--- src/rtl/regbank_arbiter_if.sv ---
// Host, core and bank signal bundle for the register bank arbiter.
// master drives requests and bank read data; slave is the arbiter.
interface regbank_arbiter_if #(
  parameter int AW = 7,
  parameter int DW = 8
);
  logic          h_req;
  logic          h_we;
  logic          h_lock;
  logic [AW-1:0] h_addr;
  logic [DW-1:0] h_wdata;
  logic          h_gnt;
  logic          h_rvalid;
  logic [DW-1:0] h_rdata;

  logic          c_req;
  logic [AW-1:0] c_addr;
  logic          c_gnt;
  logic          c_rvalid;
  logic [DW-1:0] c_rdata;

  logic          bank_we;
  logic [AW-1:0] bank_addr;
  logic [DW-1:0] bank_wdata;
  logic [DW-1:0] bank_rdata;

  modport master (
    output h_req, h_we, h_lock, h_addr, h_wdata,
    output c_req, c_addr, bank_rdata,
    input  h_gnt, h_rvalid, h_rdata,
    input  c_gnt, c_rvalid, c_rdata,
    input  bank_we, bank_addr, bank_wdata
  );

  modport slave (
    input  h_req, h_we, h_lock, h_addr, h_wdata,
    input  c_req, c_addr, bank_rdata,
    output h_gnt, h_rvalid, h_rdata,
    output c_gnt, c_rvalid, c_rdata,
    output bank_we, bank_addr, bank_wdata
  );
endinterface

--- src/rtl/regbank_arbiter.sv ---
// Round-robin host/core arbiter for the single-port register bank.
// REGBANK_ARB_STATS_EN adds saturating per-side wait counters.
module regbank_arbiter #(
  parameter int size_word = 8,
  parameter int nreg      = 122,
  parameter int max_burst = 121,
  localparam int AW = $clog2(nreg),
  localparam int CW = $clog2(max_burst + 1)
) (
  input  logic clk,
  input  logic rst,
  regbank_arbiter_if.slave bus
`ifdef REGBANK_ARB_STATS_EN
  ,
  output logic [15:0] h_wait_cnt,
  output logic [15:0] c_wait_cnt
`endif
);

  typedef enum logic {ARB, LOCK} state_t;
  typedef enum logic {WIN_HOST, WIN_CORE} win_t;

  state_t         state;
  win_t           last_win;
  logic [CW-1:0]  burst_cnt;
  logic           h_rv;
  logic           c_rv;
  logic [size_word-1:0] h_rd;
  logic [size_word-1:0] c_rd;

  logic hg;
  logic cg;
  logic forced;
  logic h_in;
  logic c_in;
  logic cnt_max;
  logic locked;

  assign h_in    = int'(bus.h_addr) < nreg;
  assign c_in    = int'(bus.c_addr) < nreg;
  assign cnt_max = burst_cnt == CW'(max_burst);
  assign locked  = (state == LOCK) && bus.h_lock;

  always_comb begin
    hg     = 1'b0;
    cg     = 1'b0;
    forced = 1'b0;
    if (!rst) begin
      if (locked) begin
        if (cnt_max && bus.c_req) begin
          cg     = 1'b1;
          forced = 1'b1;
        end else if (bus.h_req) begin
          hg = 1'b1;
        end else begin
          cg = bus.c_req;
        end
      end else begin
        unique case (1'b1)
          bus.h_req && !bus.c_req: hg = 1'b1;
          bus.c_req && !bus.h_req: cg = 1'b1;
          bus.h_req && bus.c_req: begin
            hg = last_win == WIN_CORE;
            cg = last_win == WIN_HOST;
          end
          default: ;
        endcase
      end
    end
  end

  assign bus.h_gnt = hg;
  assign bus.c_gnt = cg;

  assign bus.bank_we    = hg && bus.h_we && h_in;
  assign bus.bank_addr  = hg ? bus.h_addr
                        : cg ? bus.c_addr
                        : '0;
  assign bus.bank_wdata = hg ? bus.h_wdata : '0;

  // Reset masks a read-valid already captured on the preceding edge.
  assign bus.h_rvalid = h_rv && !rst;
  assign bus.c_rvalid = c_rv && !rst;
  assign bus.h_rdata  = h_rd;
  assign bus.c_rdata  = c_rd;

  always_ff @(posedge clk) begin
    if (rst) begin
      state     <= ARB;
      last_win  <= WIN_CORE;
      burst_cnt <= '0;
      h_rv      <= 1'b0;
      c_rv      <= 1'b0;
      h_rd      <= '0;
      c_rd      <= '0;
    end else begin
      h_rv <= hg && !bus.h_we;
      c_rv <= cg;
      if (hg && !bus.h_we)
        h_rd <= h_in ? bus.bank_rdata : '0;
      if (cg)
        c_rd <= c_in ? bus.bank_rdata : '0;
      if (hg)
        last_win <= WIN_HOST;
      else if (cg)
        last_win <= WIN_CORE;
      if (locked) begin
        if (forced)
          burst_cnt <= '0;
        else if (hg && !cnt_max)
          burst_cnt <= burst_cnt + 1'b1;
      end else if (hg && bus.h_lock) begin
        state     <= LOCK;
        burst_cnt <= CW'(1);
      end else begin
        state     <= ARB;
        burst_cnt <= '0;
      end
    end
  end

`ifdef REGBANK_ARB_STATS_EN
  always_ff @(posedge clk) begin
    if (rst) begin
      h_wait_cnt <= '0;
      c_wait_cnt <= '0;
    end else begin
      if (bus.h_req && !hg && h_wait_cnt != 16'hFFFF)
        h_wait_cnt <= h_wait_cnt + 16'd1;
      if (bus.c_req && !cg && c_wait_cnt != 16'hFFFF)
        c_wait_cnt <= c_wait_cnt + 16'd1;
    end
  end
`endif

endmodule

--- src/flat_wrapper.sv ---
// flat-port wrapper written by rule: the top's interface ports become plain ports
module regbank_arbiter_flat 
#(
  parameter int size_word = 8,
  parameter int nreg      = 122,
  parameter int max_burst = 121,
  localparam int AW = $clog2(nreg),
  localparam int CW = $clog2(max_burst + 1)
)
  (clk, rst, bus_h_req, bus_h_we, bus_h_lock, bus_h_addr, bus_h_wdata, bus_c_req, bus_c_addr, bus_bank_rdata, bus_h_gnt, bus_h_rvalid, bus_h_rdata, bus_c_gnt, bus_c_rvalid, bus_c_rdata, bus_bank_we, bus_bank_addr, bus_bank_wdata);
  regbank_arbiter_if #(.AW(7), .DW(8)) bus_i ();
  input  logic clk;
  input  logic rst;
  input wire logic [$bits(bus_i.h_req)-1:0] bus_h_req;
  input wire logic [$bits(bus_i.h_we)-1:0] bus_h_we;
  input wire logic [$bits(bus_i.h_lock)-1:0] bus_h_lock;
  input wire logic [$bits(bus_i.h_addr)-1:0] bus_h_addr;
  input wire logic [$bits(bus_i.h_wdata)-1:0] bus_h_wdata;
  input wire logic [$bits(bus_i.c_req)-1:0] bus_c_req;
  input wire logic [$bits(bus_i.c_addr)-1:0] bus_c_addr;
  input wire logic [$bits(bus_i.bank_rdata)-1:0] bus_bank_rdata;
  output wire logic [$bits(bus_i.h_gnt)-1:0] bus_h_gnt;
  output wire logic [$bits(bus_i.h_rvalid)-1:0] bus_h_rvalid;
  output wire logic [$bits(bus_i.h_rdata)-1:0] bus_h_rdata;
  output wire logic [$bits(bus_i.c_gnt)-1:0] bus_c_gnt;
  output wire logic [$bits(bus_i.c_rvalid)-1:0] bus_c_rvalid;
  output wire logic [$bits(bus_i.c_rdata)-1:0] bus_c_rdata;
  output wire logic [$bits(bus_i.bank_we)-1:0] bus_bank_we;
  output wire logic [$bits(bus_i.bank_addr)-1:0] bus_bank_addr;
  output wire logic [$bits(bus_i.bank_wdata)-1:0] bus_bank_wdata;
  assign bus_i.h_req = bus_h_req;
  assign bus_i.h_we = bus_h_we;
  assign bus_i.h_lock = bus_h_lock;
  assign bus_i.h_addr = bus_h_addr;
  assign bus_i.h_wdata = bus_h_wdata;
  assign bus_i.c_req = bus_c_req;
  assign bus_i.c_addr = bus_c_addr;
  assign bus_i.bank_rdata = bus_bank_rdata;
  assign bus_h_gnt = bus_i.h_gnt;
  assign bus_h_rvalid = bus_i.h_rvalid;
  assign bus_h_rdata = bus_i.h_rdata;
  assign bus_c_gnt = bus_i.c_gnt;
  assign bus_c_rvalid = bus_i.c_rvalid;
  assign bus_c_rdata = bus_i.c_rdata;
  assign bus_bank_we = bus_i.bank_we;
  assign bus_bank_addr = bus_i.bank_addr;
  assign bus_bank_wdata = bus_i.bank_wdata;
  regbank_arbiter #(.size_word(size_word), .nreg(nreg), .max_burst(max_burst)) u_core (.clk(clk), .rst(rst), .bus(bus_i));
endmodule
--- config.mk ---
export PLATFORM = sky130hd
export DESIGN_NAME = regbank_arbiter_flat
export DESIGN_NICKNAME = d
export VERILOG_FILES = /design/src/rtl/regbank_arbiter_if.sv /design/src/rtl/regbank_arbiter.sv /design/src/flat_wrapper.sv
export SDC_FILE = /design/constraint.sdc
export NUM_CORES = 1
export LEC_CHECK = 0
export ABC_AREA = 1
export CORE_MARGIN = 1
export CORE_UTILIZATION = 41
export DETAILED_ROUTE_END_ITERATION = 7
export HOLD_SLACK_MARGIN = 0.15
export MAX_ROUTING_LAYER = met4
export PLACE_DENSITY = 0.81
export SLEW_MARGIN = 20
export SYNTH_ARGS = -nofsm -noshare
export SYNTH_HDL_FRONTEND = slang
export SYNTH_SLANG_ARGS = --single-unit
export TNS_END_PERCENT = 30
--- constraint.sdc ---
create_clock -name clk -period 2.1 [get_ports clk]
set_input_delay 0.42 -clock clk [delete_from_list [all_inputs] [get_ports clk]]
set_output_delay 0.42 -clock clk [all_outputs]
set_load 0.005 [all_outputs]
==> reports/qor.yml, run 1 <==
clock_network:
  numCtsBuffers: 3
  clock_path_buffers: 2
  cts_tree: "done"
  root_buffer: "clkbuf_8"
  insertion_delay_ps: 270
  clk_pin_slew_ps: 90
  h-tree-depth: 1
  cts.sinks: 27
timing:
  post-route-min-period_ps: 2040
  rsz0062_at_grt: "true"
  fin_ws_ps: 60.0
  hold_viol: 0
  drv_slew: 0
  setup_viol: 0
  skew_ps: 7.57
  tightest_slew_ps: 380
  finalCritPeriodShare: 0.971
  max_freq_mhz: 490
  slew_headroom: 0.745
routing:
  route.detailed.drc: 0
  dr_total_vias: 1797
  viasPerCell: 4.88
  detail-route-antenna-nets: 0
  dr.pass1.iters: 4
  wirelength_um: 4430
  routedWlPerCell_um: 12.0
  drt-initial-drc-count: 68
global_route:
  grt_max_degree: 15
  grt_pass1_wl_um: 7320
  grt_pass1_vias: 1719
  gr-total-overflow: 0
  antenna_found_initial: 0
  grtUsageTotal: 0.239
run_status:
  status: "completed"
setup_path:
  start_kind: "flip-flop"
  required_ps: 1680
  r2r_slack_ps: 250
  critPathArrivalTime_ps: 1620
  reg2reg_to: "u_core.bus.h_rdata[2]"
  reg2reg_from: "u_core.burst_cnt[1]"
  worst_r2r_path_depth: 12
  worstSetupStartpoint: "u_core.burst_cnt[1]"
  end_kind: "output port"
  crit_type: "reg -> out"
  critPathMaxFanout: 5
final_layout:
  antenna_cells: 0
  fin_nets: 361
  drive_gt1_frac: 0.267
  post-route-util: 0.730
  fin_cells: 368
  syn2layout_area_growth_pct: 66.0
worst_hold_path:
  hold_end: "u_core.state"
  min_path_cells: 3
  hold_path_class: "in -> reg"
  worstHoldStart: "bus_h_lock"
synthesis:
  synthDistinctLibCells: 25
  synthTopCellsByArea: "dfxtp_1, nand2_1, inv_1, nor2_1, nand3_1"
  synth_seq_cells: 27
  synth_commonest_cells: "nand2_1, inv_1, dfxtp_1, nor2_1, nand3_1"
  yosysWarningCount: 0
  synth_top_flop_cell: "dfxtp_1"
  netlist_area_sq_um: 1510
  yosysTopAreaCellShare: 0.357
  seq_area_frac_synth: 0.357
  synth_fp_nets: 262
  synth_top_area_cell: "dfxtp_1"
  synth_area_per_cell_sq_um: 6.75
  yosysMostFrequentCell: "nand2_1"
  async_reset_ff_frac: 0
  synth_edf_count: 0
  synthCells: 224
floorplanning:
  die_area_sq_um: 3940
  num_rows: 21
  ios: 72
  core_sq_um: 3440
  die_h_um: 62.7
  die_x_um: 62.7
  initial_core_util: 0.439
place:
  gp_congestion: 0.841
  preCtsSetupSlack_ps: -537
  hpwlAfterDp_um: 3330
  placedCellCount: 358
  portBuffers: 71
power_and_ir_drop:
  powerDensity_nw_per_um2: 452
  p_leak_nw: 1.17
  ir_worst_vdd_mv: 0.221
job:
  cap_violations: 0
==> cell families after synthesis <==
group / Yosys count / synth area share
AND/OR/NAND/NOR: 110 / 0.343
flip-flops: 27 / 0.357
adder cells (fa/ha/maj): 2 / 0.0165
AO/OA/AOI/OAI: 41 / 0.161
buffers and inverters: 44 / 0.122
==> timing repair <==
item | in CTS | in global routing
hold buffers | 0 | 0
resized for setup | 47 | 40
pin swaps | 9 | 6
setup endpoints to repair | 20 | 18
setup buffers | 6 | 1
==> registers in the layout, indices dropped and copies added, names as in the netlist <==
register and cells:
u_core.h_rv 1, u_core.bus.h_rdata 8, u_core.c_rv 1, u_core.last_win 1
u_core.bus.c_rdata 8, u_core.burst_cnt 7, u_core.state 1
==> metal layers <==
layer,track usage,part of all wire
met2,0.431,0.51
met3,0.0401,0.058
met5,-,0
met4,0.0727,0.0086
met1,0.267,0.42
==> worst max-delay path by stage <==
stage | cells after the start | to
after floorplan | 8 | bus_bank_addr[3]
after global placement | 10 | bus_bank_addr[5]
after detailed placement | 10 | bus_bank_addr[4]
after CTS | 7 | bus_bank_we
after global routing | 12 | bus_bank_addr[6]
final | 10 | bus_bank_wdata[2]
==> critical path: stages (launching register included) <==
cell,delay [ps]
dfxtp_2,330
inv_2,70
ha_4,150
nand2_4,50
nor2_4,100
nand3_4,90
buf_6,140
nand2_8,90
buf_6,100
nor2_1,30
clkdlybuf4s15_1,190
==> area by class of cell <==
| cell class | instances | area (sq um) |
|---|---|---|
| Clock buffer | 4 | 45.0 |
| Fill cell | 291 | 931 |
| Inverter | 39 | 154 |
| Multi-Input combinational cell | 153 | 843 |
| Sequential cell | 27 | 544 |
| Tap cell | 46 | 57.6 |
| Timing Repair Buffer | 99 | 867 |
==> power by group <==
part	switching (mW)	internal, mW
sequential	0.0124	0.534
clock	0.158	0.136
combinational	0.131	0.163
total	0.301	0.833
==> metrics by stage <==
stage / TNS, ps / area, sq um / hold WS, ps / total power [mW]
2_1_floorplan: 0 / 1510 / 437 / 0.663
3_3_place_gp: -8040 / 2410 / 428 / 0.840
3_5_place_dp: -9120 / 2410 / 432 / 0.845
4_1_cts: -609 / 2520 / 445 / 1.13
5_1_grt: -99.7 / 2510 / 478 / 1.19
6_report: 0 / 2510 / 465 / 1.13
==> layout by cell type (no fill, tap or decap), drive strengths merged <==
| master | n |
|---|---|
| a21boi | 2 |
| a21oi | 11 |
| buf | 31 |
| clkbuf | 17 |
| clkdlybuf4s15 | 2 |
| clkdlybuf4s50 | 48 |
| dfxtp | 27 |
| dlygate4sd2 | 3 |
| dlymetal6s2s | 2 |
| ha | 2 |
| inv | 39 |
| nand2 | 51 |
| nand3 | 21 |
| nand4 | 3 |
| nor2 | 33 |
| nor3 | 1 |
| nor3b | 1 |
| o21ai | 28 |
Note: power is estimated with default switching activity, not from simulation.
==> run 2: changes to the inputs <==
--- a/config.mk
+++ b/config.mk
@@ -12,6 +12,7 @@
 export HOLD_SLACK_MARGIN = 0.15
 export MAX_ROUTING_LAYER = met4
 export PLACE_DENSITY = 0.81
+export SKIP_LAST_GASP = 1
 export SLEW_MARGIN = 20
 export SYNTH_ARGS = -nofsm -noshare
 export SYNTH_HDL_FRONTEND = slang
==> reports/qor.yml, run 2 (synthesis results as in run 1) <==
final_layout:
  drive_gt1_frac: 0.238  # -0.0287
  multi_input_area_sq_um: 843  # unchanged
  final_common_cell: "clkdlybuf4s50_1"
  fin_cells: 369  # +0.27%
  antenna_cells: 0  # unchanged
  n_fill_cell: 285  # -2.1%
  fin_nets: 362  # +0.28%
  layout.area.seq_sq_um: 544  # unchanged
  final_cell_mix: "clkdlybuf4s50_1, nand2_1, inv_1, nor2_1, dfxtp_1"
  syn2layout_area_growth_pct: 69.5
timing:
  drv_slew: 0  # unchanged
  slew_headroom: 0.750  # +0.00411
  finalCritPeriodShare: 0.998  # +0.0270
  setup_viol: 0  # unchanged
  max_freq_mhz: 477  # -2.7%
  post-route-min-period_ps: 2100  # +56.7 ps
  tns_ps: 0  # unchanged
  rsz0062_at_grt: "true"
  hold_viol: 0  # unchanged
  skew_ps: 7.89  # +0.317 ps
  tightest_slew_ps: 374  # -6.14 ps
clock_network:
  cts_tree: "done"
  clk_pin_slew_ps: 90  # about the same
  numCtsBuffers: 3  # unchanged
  clock_path_buffers: 2  # unchanged
  hold_buffers: 0  # unchanged
  h-tree-depth: 1  # unchanged
  insertion_delay_ps: 270  # about the same
  cts.sinks: 27  # unchanged
  root_buffer: "clkbuf_8"
setup_path:
  required_ps: 1680  # about the same
  worst_path_max_delay_cell: "dfxtp_2"
  crit_buf_inv: 4  # unchanged
  crit_top_cell: "buf_6"
  critPathMaxStageDelay_ps: 330  # about the same
  path_cells: "inv_2 > ha_4 > nand2_4 > nor2_4 > nand3_4 > buf_6 > nand2_8 > buf_6 > nor2_1 > dlygate4sd2_1"
  critPathArrivalTime_ps: 1680  # +60 ps
  crit_type: "reg -> out"
  cp_top_family: "buffers and inverters"
  start_kind: "flip-flop"
  end_kind: "output port"
  critPathMaxFanout: 5  # unchanged
routing:
  viasPerCell: 4.87  # -0.27%
  route.detailed.drc: 0  # unchanged
  dr.pass1.iters: 4  # unchanged
  dr_total_vias: 1797  # unchanged
  detail-route-antenna-nets: 0  # unchanged
  drt-initial-drc-count: 89  # +31%
  routedWlPerCell_um: 12.0  # -0.16%
  wirelength_um: 4440  # +0.11%
floorplanning:
  num_rows: 21  # unchanged
  ios: 72  # unchanged
  die_x_um: 62.7  # unchanged
  die_h_um: 62.7  # unchanged
  initial_core_util: 0.439  # unchanged
  core_sq_um: 3440  # unchanged
  die_area_sq_um: 3940  # unchanged
global_route:
  grt_pass1_wl_um: 7320  # unchanged
  gr-total-overflow: 0  # unchanged
  antenna_found_initial: 0  # unchanged
  grt_pass1_vias: 1720  # +0.058%
  grt_max_degree: 15  # unchanged
  grtUsageTotal: 0.239  # unchanged
place:
  portBuffers: 71  # unchanged
  hpwlAfterDp_um: 3330  # unchanged
  placedCellCount: 358  # unchanged
  gp_congestion: 0.841  # unchanged
worst_hold_path:
  hold_path_class: "in -> reg"
job:
  cap_violations: 0  # unchanged
power_and_ir_drop:
  finalPower_mw: 1.14  # +0.48%
  p_leak_nw: 1.18  # +0.88%
  powerDensity_nw_per_um2: 445  # -1.6%
  ir_worst_vdd_mv: 0.221  # about the same
run_status:
  status: "completed"
-- run 2: repair_timing --
action,CTS,global route
pin swaps,9,7
endpoints found under the hold margin,0,0
setup endpoints to repair,20,20
gates resized for setup,44,30
buffers inserted,6,2
-- run 2: worst reg2reg max path, delay by kind of cell, from the launching register on --
kind	cells	cell delay, ps
buffers and inverters	5	570
DFF	1	340
adders and majority gates	1	160
AOI/OAI and AO/OA	1	190
and+or+nand+nor	5	530
-- run 2: routing by layer --
| metal | routed length [um] | track usage | vias up |
|---|---|---|---|
| met5 | 0 | - | - |
| met4 | 38 | 0.0727 | 0 |
| met3 | 265 | 0.0401 | 4 |
| met2 | 2290 | 0.431 | 70 |
| met1 | 1850 | 0.267 | 820 |
| li1 | - | - | 903 |
-- run 2: area by class of cell --
type / instances / share of cell area
clock buffers: 4 / 0.0176
inverters: 39 / 0.0600
multi-input cells: 153 / 0.329
flip-flops and latches: 27 / 0.212
well taps: 46 / 0.0224
repair buffers: 100 / 0.359
-- run 2: stage by stage --
stage | utilization | hold slack, ps | worst slack (ps) | area (sq um)
3_5_place_dp | 0.700 | 432 | -537 | 2410
3_3_place_gp | 0.700 | 428 | -486 | 2410
6_report | 0.745 | 466 | 3.32 | 2560
4_1_cts | 0.737 | 445 | -151 | 2540
2_1_floorplan | - | 437 | 449 | 1510
5_1_grt | 0.745 | 478 | -77.2 | 2560
-- run 2: path summary, 6_finish.rpt --
kind                         start                    end  slack [ps]  cells after the start
max reg2reg    u_core.burst_cnt[1]  u_core.bus.h_rdata[2]         250                     12
min reg2reg  u_core.bus.h_rdata[2]  u_core.bus.h_rdata[2]         470                      2
min                     bus_h_lock           u_core.state         470                      3
max            u_core.burst_cnt[1]      bus_bank_wdata[2]           3                     10
-- run 2: power breakdown --
group          switching (mW)  internal (mW)
logic                   0.131          0.169
registers              0.0123          0.534
clock network           0.158          0.136
==> RTL change (config.mk and constraints of run 1) <==
`max_burst` is set to 121 in 2 places; all go to 242.
--- a/src/rtl/regbank_arbiter.sv
+++ b/src/rtl/regbank_arbiter.sv
@@ -5,3 +5,3 @@
   parameter int nreg      = 122,
-  parameter int max_burst = 121,
+  parameter int max_burst = 242,
   localparam int AW = $clog2(nreg),
--- a/src/flat_wrapper.sv
+++ b/src/flat_wrapper.sv
@@ -5,3 +5,3 @@
   parameter int nreg      = 122,
-  parameter int max_burst = 121,
+  parameter int max_burst = 242,
   localparam int AW = $clog2(nreg),
Formal check against the unedited RTL: same outputs for any inputs over 10 cycles, from zero or initial values and one cycle with rst high; that may be too few to reach the edited logic, so the function may still have changed.
==> RTL change against run 1 <==
The run now ends with negative setup slack left; sequential cell count increased by 1; non-clock buffer count increased by 11; critical endpoint unchanged; routed wire length increased by 9.9%; worst setup slack got worse by 0.091 ns; highest routed layer unchanged; first-iteration DRC count increased by 22%; critical path type unchanged; cell area increased by 5.8%; area after synthesis increased by 2.7%; power about the same.
==> RTL change: results (changes against run 1) <==
- Flop-to-flop setup slack: 0.17 ns (-0.08 ns)
- All-Layer GR Usage: 24.8% (+0.93 points)
- Type of the worst min-delay path: flip-flop to flip-flop
- R2R Path End: u_core.burst_cnt[6]
- Hold path startpoint: u_core.bus.h_rdata[7]
- Starting DRT DRC Count: 83 (+22%)
- Share of layout cells above drive strength 1: 28.6% (+1.9 points)
- Synth area leaders: dfxtp_1 36%, nand2_1 11%, inv_1 8.9%
- Lkg Pwr: 1.24 nW (+5.8%)
- Vias in the first global route: 1,793 (+4.3%)
- Max IR drop VDD: 0.000343 V (+55%)
- Final worst slack: -0.0308 ns (-0.0908 ns)
- Final setup viols: 5 (+5)
- Register area share after synthesis: 36.1% (+0.34 points)
- First-pass GRT wire length: 7.78 mm (+6.3%)
- Hold slack: 0.470 ns (+0.00538 ns)
- R2R Path Start: u_core.state
- Outcome: finished with violations
- R2R depth: 14 (+2)
- Most frequent cells after synthesis: 47 x nand2_1, 37 x inv_1, 28 x dfxtp_1, 22 x nor2_1, 20 x a21oi_1
- DP Wirelength: 3.51 mm (+5.4%)
- Syn_nets: 265 (+1.1%)
- Failing checks: negative setup slack
- WHS Endpoint: u_core.bus.h_rdata[7]
- Via-to-Cell Ratio: 4.90 (+0.31%)
## RTL change: changes by cell type after synthesis, moves of 2 or more
cell     before  now
nand2_2       7    4
nor2_1       27   22
xor2_1        0    2
nand2_1      43   47
a21oi_1      11   20
nor2_2        4    0
nand3_1      19   14
nand4_1       3    6
o21ai_1       4    0
## RTL change: where the power goes
group	internal, W	switching [W]
sequential	0.000549	0.0000101
clock	0.000129	0.000161
combinational	0.000159	0.000127
## RTL change: what timing repair did
action,CTS,global route
endpoints found under the setup margin,20,19
endpoints found under the hold margin,0,0
setup buffers,14,1
gates resized for setup,72,25
pin swaps,6,8
## RTL change: layout make-up
cell class,count,area (um^2),share of cell area [%]
Sequential cell,28,563,21.2
Clock buffer,3,41.3,1.55
Timing Repair Buffer,110,945,35.5
Multi-Input combinational cell,154,887,33.4
Inverter,41,161,6.07
Tap cell,48,60.1,2.26
## RTL change: critical path: cells and delay by family (launching register included)
kind                     cells  cell delay, ns
flip-flops                   1            0.33
buffers and inverters        5            0.56
AND/OR/NAND/NOR              5            0.39
adder cells (fa/ha/maj)      1            0.15
## RTL change: per-layer routing
layer / track usage (%) / wire length, um / vias to the layer above
li1: - / - / 947
met1: 26.8 / 2060 / 868
met2: 45.6 / 2520 / 59
met3: 5.07 / 215 / 7
met4: 6.25 / 78 / 0
met5: - / 0 / -
## RTL change: worst max path at each step
stage                              from  cells past startpoint                end  slack, ns
global route        u_core.burst_cnt[0]                     11  bus_bank_wdata[6]      -0.10
floorplan           u_core.burst_cnt[0]                      8   bus_bank_addr[5]       0.43
CTS                 u_core.burst_cnt[0]                     11  bus_bank_wdata[1]      -0.09
finish              u_core.burst_cnt[0]                     11  bus_bank_wdata[2]      -0.03
global placement             bus_h_lock                      9  bus_bank_wdata[5]      -0.52
detailed placement           bus_h_lock                      9  bus_bank_wdata[6]      -0.56
## RTL change: logic make-up (layout without fill, tap and decap cells)
kind of cell,count (synthesis),count (layout),synth area share (%)
xor gates and xnor gates,2,2,1.13
DFF,28,28,36.1
AOI/OAI and AO/OA,46,46,17.1
adders and majority gates,2,2,1.61
buffers and inverters,45,154,11.7
and+or+nand+nor,104,104,32.4
## RTL change: stage by stage
stage / util [%] / cells / cell area (um^2) / setup WS, ns
5_1_grt: 72.6 / 384 / 2660 / -0.101
6_report: 72.6 / 384 / 2660 / -0.0308
4_1_cts: 72.9 / 383 / 2670 / -0.0855
3_3_place_gp: 68.0 / 366 / 2490 / -0.522
2_1_floorplan: - / 227 / 1550 / 0.428
3_5_place_dp: 68.0 / 366 / 2490 / -0.561
